<file path="src/rtl/systolic_pe_mac.sv">
// Weight-stationary systolic PE: double-buffered weight, signed MAC with saturate/wrap,
// one-cycle east pass-through and a held result with a valid/ready drain handshake.
module systolic_pe_mac #(
    parameter int DATA_W   = 8,
    parameter int WEIGHT_W = 8,
    parameter int ACC_W    = 20,
    parameter int SAT_EN   = 1
) (
    input  logic                clk,
    input  logic                rst,
    input  logic [DATA_W-1:0]   data_in,
    input  logic                data_in_valid,
    output logic                in_ready,
    output logic [DATA_W-1:0]   data_out,
    output logic                data_out_valid,
    input  logic [WEIGHT_W-1:0] weight_in,
    input  logic                weight_load,
    input  logic                weight_swap,
    input  logic [DATA_W-1:0]   bias_in,
    input  logic                bias_en,
    input  logic                acc_en,
    input  logic                acc_last,
    output logic [ACC_W-1:0]    result,
    output logic                result_sat,
    output logic                result_valid,
    input  logic                result_ready
);

    localparam int PROD_W = DATA_W + WEIGHT_W;
    localparam int SUM_W  = ACC_W + 1;

    if (ACC_W < PROD_W) begin : g_bad_acc_w
        $error("systolic_pe_mac: ACC_W must be >= DATA_W + WEIGHT_W");
    end

    typedef enum logic [0:0] {
        RUN  = 1'b0,
        HOLD = 1'b1
    } state_t;

    state_t state;
    state_t state_next;

    logic accept;
    logic mac;
    logic mac_last;

    logic [WEIGHT_W-1:0] shadow_w;
    logic [WEIGHT_W-1:0] active_w;

    logic [ACC_W-1:0] acc;
    logic             acc_sat;

    logic [PROD_W-1:0] data_ext;
    logic [PROD_W-1:0] weight_ext;
    logic [PROD_W-1:0] product;
    logic [ACC_W-1:0]  bias_ext;
    logic [ACC_W-1:0]  base;
    logic              base_sat;
    logic [SUM_W-1:0]  sum;
    logic [ACC_W-1:0]  sum_fit;
    logic              clamp;

    // Handshake: only a result stuck waiting on the consumer blocks the west input.
    assign result_valid = (state == HOLD);
    assign in_ready     = !(result_valid && !result_ready);
    assign accept       = data_in_valid && in_ready;
    assign mac          = accept && acc_en;
    assign mac_last     = mac && acc_last;

    // Full-width signed product; operands are sign-extended to PROD_W so the
    // low PROD_W bits of the unsigned multiply are the exact signed product.
    always_comb begin
        data_ext   = {{WEIGHT_W{data_in[DATA_W-1]}}, data_in};
        weight_ext = {{DATA_W{active_w[WEIGHT_W-1]}}, active_w};
        product    = data_ext * weight_ext;
        bias_ext   = {{(ACC_W-DATA_W){bias_in[DATA_W-1]}}, bias_in};
    end

    // A bias on the same beat as a MAC starts a fresh accumulation.
    always_comb begin
        base     = acc;
        base_sat = acc_sat;
        if (bias_en) begin
            base     = bias_ext;
            base_sat = 1'b0;
        end
    end

    // One guard bit is enough: both addends are within the ACC_W signed range.
    always_comb begin
        sum     = {base[ACC_W-1], base} + {{(SUM_W-PROD_W){product[PROD_W-1]}}, product};
        sum_fit = sum[ACC_W-1:0];
        clamp   = 1'b0;
        if (SAT_EN != 0) begin
            if (!sum[SUM_W-1] && sum[ACC_W-1]) begin
                sum_fit = {1'b0, {(ACC_W-1){1'b1}}};
                clamp   = 1'b1;
            end else if (sum[SUM_W-1] && !sum[ACC_W-1]) begin
                sum_fit = {1'b1, {(ACC_W-1){1'b0}}};
                clamp   = 1'b1;
            end
        end
    end

    // Swap reads the pre-load shadow, so load+swap moves the old shadow into active.
    always_ff @(posedge clk or posedge rst) begin
        if (rst) begin
            shadow_w <= '0;
            active_w <= '0;
        end else begin
            if (weight_load) begin
                shadow_w <= weight_in;
            end
            if (weight_swap) begin
                active_w <= shadow_w;
            end
        end
    end

    always_ff @(posedge clk or posedge rst) begin
        if (rst) begin
            data_out       <= '0;
            data_out_valid <= 1'b0;
        end else begin
            data_out_valid <= accept;
            if (accept) begin
                data_out <= data_in;
            end
        end
    end

    // A lone bias is also frozen while a result is blocked, like the rest of the datapath.
    always_ff @(posedge clk or posedge rst) begin
        if (rst) begin
            acc     <= '0;
            acc_sat <= 1'b0;
        end else if (mac_last) begin
            acc     <= '0;
            acc_sat <= 1'b0;
        end else if (mac) begin
            acc     <= sum_fit;
            acc_sat <= base_sat || clamp;
        end else if (bias_en && in_ready) begin
            acc     <= bias_ext;
            acc_sat <= 1'b0;
        end
    end

    always_ff @(posedge clk or posedge rst) begin
        if (rst) begin
            result     <= '0;
            result_sat <= 1'b0;
        end else if (mac_last) begin
            result     <= sum_fit;
            result_sat <= (SAT_EN != 0) && (base_sat || clamp);
        end
    end

    always_ff @(posedge clk or posedge rst) begin
        if (rst) begin
            state <= RUN;
        end else begin
            state <= state_next;
        end
    end

    // A pop coinciding with a new final beat stays in HOLD so the result reloads without a bubble.
    always_comb begin
        state_next = state;
        case (state)
            RUN: begin
                if (mac_last) begin
                    state_next = HOLD;
                end
            end
            HOLD: begin
                if (mac_last) begin
                    state_next = HOLD;
                end else if (result_ready) begin
                    state_next = RUN;
                end
            end
            default: state_next = RUN;
        endcase
    end

endmodule

</file>
<file path="config.mk">
export PLATFORM = sky130hd
export DESIGN_NAME = systolic_pe_mac
export DESIGN_NICKNAME = d
export VERILOG_FILES = /design/src/rtl/systolic_pe_mac.sv
export SDC_FILE = /design/constraint.sdc
export NUM_CORES = 1
export LEC_CHECK = 0
export ABC_AREA = 1
export ABC_CLOCK_PERIOD_IN_PS = 17800
export CELL_PAD_IN_SITES_DETAIL_PLACEMENT = 1
export CELL_PAD_IN_SITES_GLOBAL_PLACEMENT = 1
export CORE_MARGIN = 2
export CORE_UTILIZATION = 35
export DETAILED_ROUTE_END_ITERATION = 7
export PLACE_DENSITY = 0.65
export SYNTH_ARGS = -nofsm -noshare
export SYNTH_HDL_FRONTEND = slang
export SYNTH_SLANG_ARGS = --single-unit
</file>
<file path="constraint.sdc">
create_clock -name clk -period 17.8 [get_ports clk]
set_input_delay 4.45 -clock clk [delete_from_list [all_inputs] [get_ports clk]]
set_output_delay 4.45 -clock clk [all_outputs]
set_load 0.05 [all_outputs]
</file>
==> run metrics, run 1 <==
yosys warns=0; Sink Count=68; grt total ovfl=0; Net Count, Synth=1073; Crit path required time=18060 ps; first-pass GRT wire length=32000 um; Max Transition Viols Final=0; RSZ-0062 raised after global routing=false; fraction of layout cells with a size suffix above 1=4.12%; most used cell, CP=inv_1; max_cap viols=0; WL final=18900 um; setup TNS=0 ps; sequential-to-total area share from yosys stat=24.0%; period utilization=63.9%; Synth Register Bits=68; Setup Fix Bufs, Post-CTS=0; n_diodes=0; synthesis-to-layout area growth=15.8%; Tmin final=11370 ps; Initial DRC Count=185; post_cts resized=0; post-synth top area cell=fa_1; CP Launch Type=primary input; antenna violations before repair=0; Die X=146 um; Setup CP Type=primary input to flop; CTS Buf Count=9; Hold Vio Cnt, Final=0; Final GP Congestion=0.830; Worst Hold Class=flop to flop; num ports=65; number of library cell types mapped by synthesis=38; ys async rst share=100%; # DRC=0; post-synth top area share=25.9%; vias per std cell=4.74; CP arrival=11630 ps; largest net degree at the start of global routing=69; DR pass1 iterations=4; vias in the first global route=6199; CP peak stage delay=750 ps; most frequent cell after synthesis=nand2_1; later-pin clock latency in the skew report=350 ps; Root Buffer=clkbuf_16; Vias=5768; ANT nets after route=0; CP Max Fanout=18; Avg Inst Size Synth=7.91 um^2; Netlist Area Pre-Place=7100 um^2; Final #Nets=1117; Die H=146 um; Worst-path clk slew=60 ps; Detail Placement HPWL=15400 um; Max Fclk=88.0 MHz; dominant synthesized flop cell=dfrtp_1; All-Layer GR Usage=18.8%; Wirelength per Cell=15.5 um; input/output buffers=64; CP endpoint kind=flop; Synth Instances=898; Post-synth EDFFs=0; Commonest cells post-synth=292 x nand2_1, 177 x inv_1, 92 x fa_1, 68 x dfrtp_1, 55 x o21ai_0; outcome=finished, final reports clean; Worst path slowest cell=clkdlybuf4s50_1; largest cells by area after synthesis=fa_1 26%, dfrtp_1 24%, nand2_1 15%; Placeable Area=20100 um^2; clock tree buffer depth=2; Finish-stage setup viols=0; H-tree Lvls=3; CTS Hold Bufs=0; Final Skew=14.5 ps; full die area=21400 um^2; Cell Rows=52; worst slew pin tran=948 ps; Max-Slew Margin vs Limit=36.8%; Initial Util=35.3%; TritonCTS clock tree=done
[worst max-delay path: cells and delay by family]
| family | cells | cell delay, ps |
|---|---|---|
| adder cells (fa/ha/maj) | 7 | 2990 |
| buffers and inverters | 7 | 2100 |
| AO/OA/AOI/OAI | 6 | 1260 |
| AND/OR/NAND/NOR | 6 | 820 |
[path summary, 6_finish.rpt]
check                      depth (start not counted)                       to  slack [ps]                     from
max                                               26       acc[8]$_DFFE_PP0P_        6430                  bias_en
min                                                2  data_out[2]$_DFFE_PP0P_         480  data_out[2]$_DFFE_PP0P_
max reg2reg                                       22       acc[8]$_DFFE_PP0P_       11000  active_w[0]$_DFFE_PP0P_
min reg2reg                                        2  data_out[2]$_DFFE_PP0P_         480  data_out[2]$_DFFE_PP0P_
max in group asynchronous                          3  shadow_w[6]$_DFFE_PP0P_       12470                      rst
min in group asynchronous                          3   result_valid$_DFF_PP0_        4720                      rst
[flip-flops by register name (all words and copies together) (netlist names)]
signal          cells
acc                20
acc_sat             1
active_w            8
data_out            8
data_out_valid      1
result             20
result_sat          1
result_valid        1
shadow_w            8
[layout by cell type (no fill, tap or decap), drive strengths merged, types with 2 or more instances in the layout]
cell           instances
nand3                 24
inv                  183
clkinvlp               2
clkinv                 3
o22ai                  7
nand4                  4
clkdlybuf4s50         64
fa                    92
nand2                302
nor2                  33
xnor2                  3
ha                    50
and2                   3
a21oi                 27
o21ai                 58
xor2                   3
clkbuf                10
dfrtp                 68
[layout make-up]
cell class,instances,area [um^2]
clock inverter,6,63.8
timing repair buffer,65,648
sequential,68,1700
multi-input combinational,615,4550
fill,2441,11900
clock buffer,10,229
inverter,183,689
tap,270,338
[metrics by stage]
stage,setup WS [ps],utilization [%],hold slack (ps),cell area (um^2),std cells
after floorplan,7960,-,444,7100,898
after global placement,6270,39.5,462,7930,1201
after detailed placement,6100,39.5,465,7930,1201
after CTS,6410,40.9,483,8220,1217
after global routing,5820,40.9,508,8220,1217
final,6430,40.9,478,8220,1217
[kinds of logic after synthesis]
kind of cell	Yosys count	share of synthesized area, %
compound gates	94	7.05
xor+xnor	6	0.740
fa+ha+maj	142	34.7
buf+inv	215	11.9
flops	68	24.0
mux	2	0.300
simple gates	371	21.3
[metal layers]
layer  up-vias  track usage, %  share of wire [%]
met3        11            2.75                2.4
met2        73            32.9                 51
met4         0            4.37                1.1
met1      2913            24.6                 45
li1       2771               -                  -
met5         -               0                  0
Power of run 1 is not shown: default switching activity piles up to over one toggle a cycle in this logic, so the estimate is an artifact.
==> run 2: changes to the inputs <==
--- a/config.mk
+++ b/config.mk
@@ -6,13 +6,13 @@
 export NUM_CORES = 1
 export LEC_CHECK = 0
 export ABC_AREA = 1
-export ABC_CLOCK_PERIOD_IN_PS = 17800
+export ABC_CLOCK_PERIOD_IN_PS = 10300
 export CELL_PAD_IN_SITES_DETAIL_PLACEMENT = 1
 export CELL_PAD_IN_SITES_GLOBAL_PLACEMENT = 1
 export CORE_MARGIN = 2
 export CORE_UTILIZATION = 35
 export DETAILED_ROUTE_END_ITERATION = 7
-export PLACE_DENSITY = 0.65
+export PLACE_DENSITY = 0.68
 export SYNTH_ARGS = -nofsm -noshare
 export SYNTH_HDL_FRONTEND = slang
 export SYNTH_SLANG_ARGS = --single-unit
==> constraint.sdc (replaced) <==
create_clock -name clk -period 10.3 [get_ports clk]
set_input_delay 2.575 -clock clk [delete_from_list [all_inputs] [get_ports clk]]
set_output_delay 2.575 -clock clk [all_outputs]
set_load 0.05 [all_outputs]
==> run metrics, run 2 (synthesized netlist as in run 1, its figures left out) <==
CTS Hold Bufs=0 (unchanged); Final Skew=11.3 ps (was 14.5 ps); vias in the first global route=6243 (was 6199); Vias=5715 (was 5768); period utilization=87.6%; Reg area=1700 um^2 (unchanged); ANT nets after route=0 (unchanged); input/output buffers=64 (unchanged); most used cell, CP=inv_1 (unchanged); Multi-input gate area=4550 um^2 (unchanged); TritonCTS clock tree=done (unchanged); # fillers=2425 (was 2441); worst slew pin tran=917 ps (was 948 ps); n_diodes=0 (unchanged); All-Layer GR Usage=18.7% (was 18.8%); grt total ovfl=0 (unchanged); largest net degree at the start of global routing=69 (unchanged); leading registers by flop count=acc x20, result x20 (unchanged); Root Buffer=clkbuf_16 (unchanged); post_cts resized=0 (unchanged); Final GP Congestion=0.834 (was 0.830); CP Launch Type=primary input (unchanged); DR pass1 iterations=4 (unchanged); fraction of layout cells with a size suffix above 1=4.43% (was 4.12%); Worst Hold Class=flop to flop (unchanged); most frequent cells in the layout=292 x nand2_1, 176 x inv_1, 92 x fa_1 (unchanged); clock tree buffer depth=2 (unchanged); setup TNS=0 ps (unchanged); full die area=21400 um^2 (unchanged); Worst path slowest cell=fa_1 (was clkdlybuf4s50_1); Crit path required time=10560 ps (was 18060 ps); Die H=146 um (unchanged); first-pass GRT wire length=31700 um (was 32000 um); num ports=65 (unchanged); Max Transition Viols Final=0 (unchanged); later-pin clock latency in the skew report=350 ps (about the same); CP endpoint kind=flop (unchanged); Sink Count=68 (unchanged); Worst-path clk slew=60 ps (about the same); Wirelength per Cell=15.4 um (was 15.5 um); Initial DRC Count=155 (was 185); Max-Slew Margin vs Limit=38.8% (was 36.8%); H-tree Lvls=3 (unchanged); RSZ-0062 raised after global routing=false (unchanged); Tmin final=9020 ps; CP peak stage delay=590 ps (was 750 ps); commonest non-fill, non-tap cell in the layout=nand2_1 (unchanged); Cell Rows=52 (unchanged); Setup Fix Bufs, Post-CTS=0 (unchanged); Hold Vio Cnt, Final=0 (unchanged); CTS Buf Count=9 (unchanged); Initial Util=35.3% (unchanged); # DRC=0 (unchanged); Finish-stage setup viols=0 (unchanged); CP arrival=9280 ps (was 11630 ps); vias per std cell=4.69 (was 4.74); max_cap viols=0 (unchanged); Final #Nets=1119 (was 1117); Die X=146 um (unchanged); outcome=finished, final reports clean (unchanged); CP Max Fanout=18 (unchanged); synthesis-to-layout area growth=16.5% (was 15.8%); Setup CP Type=primary input to flop (unchanged); antenna violations before repair=0 (unchanged); Placeable Area=20100 um^2 (unchanged); Max Fclk=111 MHz; WL final=18700 um (was 18900 um); Detail Placement HPWL=15400 um (about the same)
-- run 2: cell count changes in the layout (fill, tap and decap cells not counted) --
cell and change:
buf_4 +2, bufinv_16 +1, clkbuf_1 -1, clkinv_2 -1, clkinv_4 +2, clkinvlp_4 -1
-- run 2: layout make-up --
class	count	share of cell area (%)
well taps	270	4.08
inverters	183	8.34
clock buffers	9	2.72
repair buffers	67	8.02
clock inverters	7	1.20
multi-input cells	615	55.1
flip-flops and latches	68	20.6
-- run 2: path summary, 6_finish.rpt --
| kind | end | slack [ps] | start | cells after the start |
|---|---|---|---|---|
| max in group asynchronous | active_w[3]$_DFFE_PP0P_ | 6850 | rst | 3 |
| worst min-delay path | data_out[3]$_DFFE_PP0P_ | 480 | data_out[3]$_DFFE_PP0P_ | 2 |
| worst min register to register | data_out[3]$_DFFE_PP0P_ | 480 | data_out[3]$_DFFE_PP0P_ | 2 |
| worst max-delay path | acc[7]$_DFFE_PP0P_ | 1280 | bias_en | 30 |
| worst max register to register | acc[7]$_DFFE_PP0P_ | 3840 | active_w[1]$_DFFE_PP0P_ | 25 |
| min in group asynchronous | result[3]$_DFFE_PP0P_ | 2830 | rst | 3 |
-- run 2: metrics by stage --
stage                     area [um^2]  std cells  util, %  hold WS, ps  worst slack, ps
after floorplan                  7100        898        -          444             2330
after global placement           7950       1203     39.5          462             1100
after detailed placement         7950       1203     39.5          464              905
after CTS                        8270       1219     41.1          482             1260
after global routing             8270       1219     41.1          506              639
final                            8270       1219     41.1          476             1280
-- run 2: per-layer routing --
| layer | global-route usage (%) | part of all wire (%) |
|---|---|---|
| met1 | 23.3 | 44 |
| met2 | 33.5 | 52 |
| met3 | 2.56 | 2.3 |
| met4 | 5.73 | 1.9 |
| met5 | 0 | 0 |
-- run 2: worst max-delay path, delay by kind of cell --
family                     cells  cell delay [ps]
adders and majority gates      7             3030
buffers and inverters         10             1830
AOI/OAI and AO/OA              5              990
and+or+nand+nor                8              840
Power of run 2 is left out for the same reason.
